File: src/rtl/mem_port_arbiter.sv
// ---------------------------------------------------------------------------
// mem_pkt_pkg
//   Packet format shared by the core ports and the unified memory model.
//   The arbiter never looks inside a packet; it only moves it around.
// ---------------------------------------------------------------------------
package mem_pkt_pkg;

  localparam logic [1:0] MT_READ  = 2'd0;
  localparam logic [1:0] MT_WRITE = 2'd1;

  typedef struct packed {
    logic [1:0]  mtype;  // transaction kind (MT_READ / MT_WRITE / ...)
    logic [31:0] addr;   // byte address
    logic [3:0]  len;    // transfer length code
    logic [31:0] data;   // write data on requests, read data on responses
  } mem_pkt_t;

endpackage : mem_pkt_pkg

// ---------------------------------------------------------------------------
// mem_port_arbiter
//   Shares one downstream memory port between the instruction-fetch port
//   (imem) and the load/store port (dmem). One transaction is in flight at a
//   time. dmem normally wins, but after MAX_DMEM_STREAK consecutive dmem
//   grants taken while imem was waiting, imem is forced through so fetch
//   always makes progress.
//
//   Handshake rule (every port): a transfer happens on a cycle where
//   vld && rdy at the rising clock edge. A source holds vld and its packet
//   stable until the transfer. rdy may depend combinationally on vld.
//
// Parameters
//   MAX_DMEM_STREAK  dmem grants allowed back-to-back while imem waits (>= 1)
//   STREAK_W         width of the streak counter
//
// Ports
//   clk, rst                      clock, synchronous active-high reset
//   imem_req_vld/rdy/req          imem request channel
//   imem_rsp_vld/rdy/rsp          imem response channel
//   dmem_req_vld/rdy/req          dmem request channel
//   dmem_rsp_vld/rdy/rsp          dmem response channel
//   mem_req_vld/rdy/req           downstream request (mem_req is registered)
//   mem_rsp_vld/rdy/rsp           downstream response
//   owner                         requester owning the current transaction
//                                 (0 = imem, 1 = dmem), registered
//   busy                          a transaction is in progress (state != IDLE)
//   dbg_state                     raw FSM state: 0 IDLE, 1 ISSUE, 2 WAIT
//   dbg_streak                    current dmem streak count
// ---------------------------------------------------------------------------
module mem_port_arbiter
  import mem_pkt_pkg::*;
#(
  parameter int MAX_DMEM_STREAK = 4,
  parameter int STREAK_W        = $clog2(MAX_DMEM_STREAK + 1)
) (
  input  logic                clk,
  input  logic                rst,

  input  logic                imem_req_vld,
  output logic                imem_req_rdy,
  input  mem_pkt_t            imem_req,
  output logic                imem_rsp_vld,
  input  logic                imem_rsp_rdy,
  output mem_pkt_t            imem_rsp,

  input  logic                dmem_req_vld,
  output logic                dmem_req_rdy,
  input  mem_pkt_t            dmem_req,
  output logic                dmem_rsp_vld,
  input  logic                dmem_rsp_rdy,
  output mem_pkt_t            dmem_rsp,

  output logic                mem_req_vld,
  input  logic                mem_req_rdy,
  output mem_pkt_t            mem_req,
  input  logic                mem_rsp_vld,
  output logic                mem_rsp_rdy,
  input  mem_pkt_t            mem_rsp,

  output logic                owner,
  output logic                busy,
  output logic [1:0]          dbg_state,
  output logic [STREAK_W-1:0] dbg_streak
);

  typedef enum logic [1:0] {
    IDLE  = 2'd0,  // waiting for a request
    ISSUE = 2'd1,  // captured request presented downstream
    WAIT  = 2'd2   // waiting for the downstream response
  } state_t;

  localparam logic [STREAK_W-1:0] STREAK_MAX = STREAK_W'(MAX_DMEM_STREAK);
  localparam logic [STREAK_W-1:0] STREAK_ONE = STREAK_W'(1);

  state_t              state;
  logic [STREAK_W-1:0] streak;

  // Arbitration decision, only meaningful while in IDLE.
  logic streak_full;
  logic dmem_win;
  logic imem_win;

  // Qualified state decodes. Gating with rst keeps every handshake output
  // quiet during the reset cycle even though the state register only clears
  // at the following edge.
  logic in_idle;
  logic in_issue;
  logic in_wait;

  always_comb begin
    streak_full = (streak == STREAK_MAX);
    // dmem wins unless imem is waiting and has already been passed over
    // MAX_DMEM_STREAK times in a row.
    dmem_win    = dmem_req_vld && !(imem_req_vld && streak_full);
    imem_win    = !dmem_win && imem_req_vld;

    in_idle     = !rst && (state == IDLE);
    in_issue    = !rst && (state == ISSUE);
    in_wait     = !rst && (state == WAIT);
  end

  // -------------------------------------------------------------------------
  // Handshake outputs
  // -------------------------------------------------------------------------
  always_comb begin
    imem_req_rdy = 1'b0;
    dmem_req_rdy = 1'b0;
    mem_req_vld  = 1'b0;
    mem_rsp_rdy  = 1'b1;
    imem_rsp_vld = 1'b0;
    dmem_rsp_vld = 1'b0;

    // Only the winner sees rdy; the loser keeps holding its request.
    if (in_idle) begin
      imem_req_rdy = imem_win;
      dmem_req_rdy = dmem_win;
    end

    if (in_issue) begin
      mem_req_vld = 1'b1;
    end

    // In WAIT the response is passed straight through to the owner, so the
    // owner's backpressure stalls the downstream port. Outside WAIT (and
    // during reset) mem_rsp_rdy stays high so stray responses left over from
    // an abandoned transaction are drained and dropped.
    if (in_wait) begin
      mem_rsp_rdy  = owner ? dmem_rsp_rdy : imem_rsp_rdy;
      imem_rsp_vld = !owner && mem_rsp_vld;
      dmem_rsp_vld =  owner && mem_rsp_vld;
    end
  end

  // Both response buses carry the downstream packet; the valids select.
  assign imem_rsp   = mem_rsp;
  assign dmem_rsp   = mem_rsp;

  assign busy       = (state != IDLE);
  assign dbg_state  = state;
  assign dbg_streak = streak;

  // -------------------------------------------------------------------------
  // FSM, captured request, owner and streak counter
  // -------------------------------------------------------------------------
  always_ff @(posedge clk) begin
    if (rst) begin
      // Any in-flight transaction is simply abandoned.
      state   <= IDLE;
      owner   <= 1'b0;
      streak  <= '0;
      mem_req <= '0;
    end else begin
      unique case (state)
        IDLE: begin
          if (dmem_win) begin
            mem_req <= dmem_req;
            owner   <= 1'b1;
            state   <= ISSUE;
            // Count only dmem grants that made imem wait. dmem_win with
            // imem pending implies streak < STREAK_MAX, so no overflow.
            if (imem_req_vld) begin
              streak <= streak + STREAK_ONE;
            end else begin
              streak <= '0;
            end
          end else if (imem_win) begin
            mem_req <= imem_req;
            owner   <= 1'b0;
            state   <= ISSUE;
            streak  <= '0;
          end else begin
            // Nothing pending: imem is not waiting, so the streak resets.
            streak <= '0;
          end
        end

        ISSUE: begin
          // mem_req is held; wait as long as downstream needs.
          if (mem_req_rdy) begin
            state <= WAIT;
          end
        end

        WAIT: begin
          if (mem_rsp_vld && mem_rsp_rdy) begin
            state <= IDLE;
          end
        end

        default: begin
          state <= IDLE;
        end
      endcase
    end
  end

endmodule : mem_port_arbiter

File: config.mk
export PLATFORM = sky130hd
export DESIGN_NAME = mem_port_arbiter
export DESIGN_NICKNAME = d
export VERILOG_FILES = /design/src/rtl/mem_port_arbiter.sv
export SDC_FILE = /design/constraint.sdc
export NUM_CORES = 1
export LEC_CHECK = 0
export CORE_AREA = 2 2 173 175
export CTS_BUF_LIST = sky130_fd_sc_hd__clkbuf_2
export CTS_CLUSTER_DIAMETER = 200
export DETAILED_ROUTE_END_ITERATION = 10
export DIE_AREA = 0 0 175 177
export PLACE_DENSITY = 0.55
export SYNTH_ARGS = -nofsm -noshare
export SYNTH_HDL_FRONTEND = slang
export SYNTH_SLANG_ARGS = --single-unit
File: constraint.sdc
create_clock -name clk -period 2.1 [get_ports clk]
set_input_delay 0.315 -clock clk [delete_from_list [all_inputs] [get_ports clk]]
set_output_delay 0.315 -clock clk [all_outputs]
set_load 0.02 [all_outputs]
==> results list <==
* Result of the run: finished, violations left
* Violated checks: setup timing
* CTS Root Buffer Type: clkbuf_2
- Net count of the finished layout: 895
* Reported leakage power: ~2.3 nW
* Top library cells by usage in the layout, fill and taps aside: clkdlybuf4s50_1, a21oi_1, nand3_1
- Counting distinct cell types in the post-synthesis netlist gives 27.
- The worst-case IR drop observed on VDD is 0.000201 V.
* Placed Instance Area: around 6500 µm²
* Number of antenna-violating nets in the routed design: 0
- The clock arrives with 0.0377 ns of skew.
* # port buffers: 230
- Setup repair after global routing missed its margin: true
* Final instance area: 6770 µm²
- The pre-antenna-repair detailed-routing pass consisted of 8 iterations.
- Final period util: 1.00
- Of all nets on the critical path, the largest fanout is 3.
- Setup TNS after final layout: -0.00471 ns
* I/O pins: approximately 440
- Syn nets: around 820
- Primary flip-flop cell chosen by synthesis mapping: dfxtp_1
- Most used routing layer: met2
- Post-synth EDFFs: 0
- Slew Limit Headroom: 0.546
- Total clock buffers created by CTS: 9
- For this run, the share of the core covered by cells in the final layout is 0.232.
* Hold worst-path end: owner
- The routed layout has 4794 vias.
- Source of the worst register-to-register timing path: dbg_streak[0]
- The final number of max-transition violations came to 0.
- For this block, the initial DRC count from the detailed router was 333.
- The final layout contains routed wiring with a total length of 21600 µm.
* Die footprint: 31000 µm²
* Tightest Hold Check Type: input port to flop
- Synthesis-stage register bit count: 76
* Setup slack of the critical path after layout: -0.00471 ns
- Sequential area share after synthesis: 0.318
- The worst setup path is captured at an output port.
* YS warnings: 0
- Global routing finished with a remaining overflow of 0.
- Met3 layer usage reported by global route: 0.0530
- Power density of the placed cells: 618 nW/µm²
* Mean cell area of the mapped netlist: 7.93 µm²
* Cells after synthesis: 603
- For this run, asynchronously set or reset flops after synthesis account for 0.
- Avg WL per Cell: 20.1 µm
- Met2 demand-to-capacity share in global routing: 0.226
* Initial antenna violation count: 1
- Length in cells of the worst reg-to-reg path: 8
- For the finished layout, the period the worst path requires is 2.10 ns.
* Number of hold-slack violations in the final timing report: 0
- In the global route stage, overall resource usage came out at 0.132.
- Total of endpoints with negative setup slack in the final report: 1
* Number of H-tree levels: 3
- CTS saw 76 sinks.
- Share of final-layout standard cells stronger than drive strength 1: 0.109
- The initialized floorplan defines 63 standard-cell rows.
* Arrival time at the worst endpoint: around 1.8 ns
- The region available for standard cell placement spans between 20000 and 30000 µm².
- In the global route stage, met1 resource usage came out at 0.143.
- From left edge to right edge, the die measures 175 µm.
- The area growth from synthesis to layout is 41.7%.
- The wire-length estimate of the detail-placed layout is 15700 µm.
- Least-Margin Pin Slew: approximately 0.68 ns
* Critical Path Source Type: flop
* Routability congestion estimate from global placement: 0.798
- Clock-pin slew was measured on the worst setup and hold paths at about 0.26 ns.
- Reg-to-reg endpoint: mem_req[47]
* Reg-to-reg slack, setup: 0.15 ns
* Ratio of routed vias to standard cells: 4.48
- The worst hold path begins at dmem_req_vld.
* Skew-Pair Late Insertion Delay: 0.57 ns
- Most common library cell in the layout ignoring fill and taps: clkdlybuf4s50_1
- Maximum number of pins on one net before global-route repair: 56
- Buffer depth of the longest clock path: 2
* DRC viols: 0
- The worst setup path is of the flop to output port kind.
- Data on the critical path is required at its endpoint by 1.78 ns.
- The worst hold path was traced through 4 stages.
- The first global-routing pass estimated between 30000 and 40000 µm of wire.
- Timing would allow up to 475 MHz.
- After synthesis the cells add up to ~4800 µm².
* Number of global-route vias before repair: 4701
- CTS tree: yes
- The initial utilization of the core area, before any placement, comes to 0.163.
- Number of violations of the max-capacitance limit: 0
- Measured along the y axis, the die boundary spans about 180 µm.
registers in the layout, indices dropped and copies added, names as in the netlist:
register and count:
mem_req 70, dbg_streak 3, dbg_state 2, owner 1
worst max-delay path by stage:
stage / start / endpoint / slack (ns) / cells after the start
after floorplan: dbg_streak[0] / imem_req_rdy / 0.07 / 7
final: dbg_state[0] / imem_req_rdy / -0.005 / 4
after global routing: dbg_state[0] / imem_req_rdy / -0.15 / 4
after global placement: imem_req_vld / imem_req_rdy / -0.21 / 5
after detailed placement: imem_req_vld / imem_req_rdy / -0.25 / 5
after CTS: dbg_streak[0] / imem_req_rdy / -0.17 / 6
cell type report:
class	instances	area, µm²
antenna	1	2.50
clock buffer	10	50.0
clock inverter	6	65.1
fill	3204	22500
inverter	5	18.8
multi-input combinational	320	1980
sequential	76	1540
tap	390	488
timing repair buffer	263	2630
power by group:
part | internal, mW | switching (mW)
combinational | 0.799 | 0.781
sequential | 1.62 | 0.0964
clock | 0.276 | 0.616
what timing repair did:
item / CTS / global route
resized for setup: 44 / 7
hold buffers: 2 / 0
pin swaps: 1 / 5
setup buffers: 5 / 3
endpoints found under the setup margin: 13 / 6
endpoints found under the hold margin: 6 / 0
metal layers:
layer,part of all wire,vias to the layer above
met5,0,-
met4,0.041,0
met3,0.11,41
met2,0.50,319
met1,0.35,2224
li1,-,2210
critical path, stage by stage (launching register included):
cell,delay [ns]
dfxtp_4,0.42
buf_12,0.13
nor3b_4,0.25
nor3b_4,0.27
buf_6,0.15
Yosys cell counts, types with 2 or more instances:
library cell	count	area (µm²)
o21ai_1	51	255
nor2_1	9	33.8
inv_1	4	15.0
buf_1	8	30.0
ha_1	2	25.0
dfxtp_1	76	1520
buf_2	24	120
nor3b_1	4	30.0
clkbuf_1	29	109
o21ai_0	21	105
a21oi_1	77	385
nand2_1	3	11.3
nand3_1	73	365
a311oi_1	70	613
buf_4	140	1050
metrics by stage:
| step | instances | setup WS [ns] | total power, mW | hold slack (ns) |
|---|---|---|---|---|
| after floorplan | 603 | 0.0720 | 2.84 | 0.494 |
| after CTS | 1067 | -0.174 | 4.27 | 0.138 |
| final | 1071 | -0.00471 | 4.19 | 0.231 |
| after global routing | 1071 | -0.152 | 4.45 | 0.201 |
| after detailed placement | 1044 | -0.253 | 3.29 | 0.497 |
| after global placement | 1044 | -0.205 | 3.29 | 0.486 |
cells by family after synthesis:
kind of cell / count (synthesis) / synth area share
AND/OR/NAND/NOR: 98 / 0.110
buffers and inverters: 207 / 0.280
adder cells (fa/ha/maj): 2 / 0.00523
flip-flops: 76 / 0.318
AO/OA/AOI/OAI: 219 / 0.284
multiplexers: 1 / 0.00209
No activity file was read; power rests on OpenSTA's default activity.
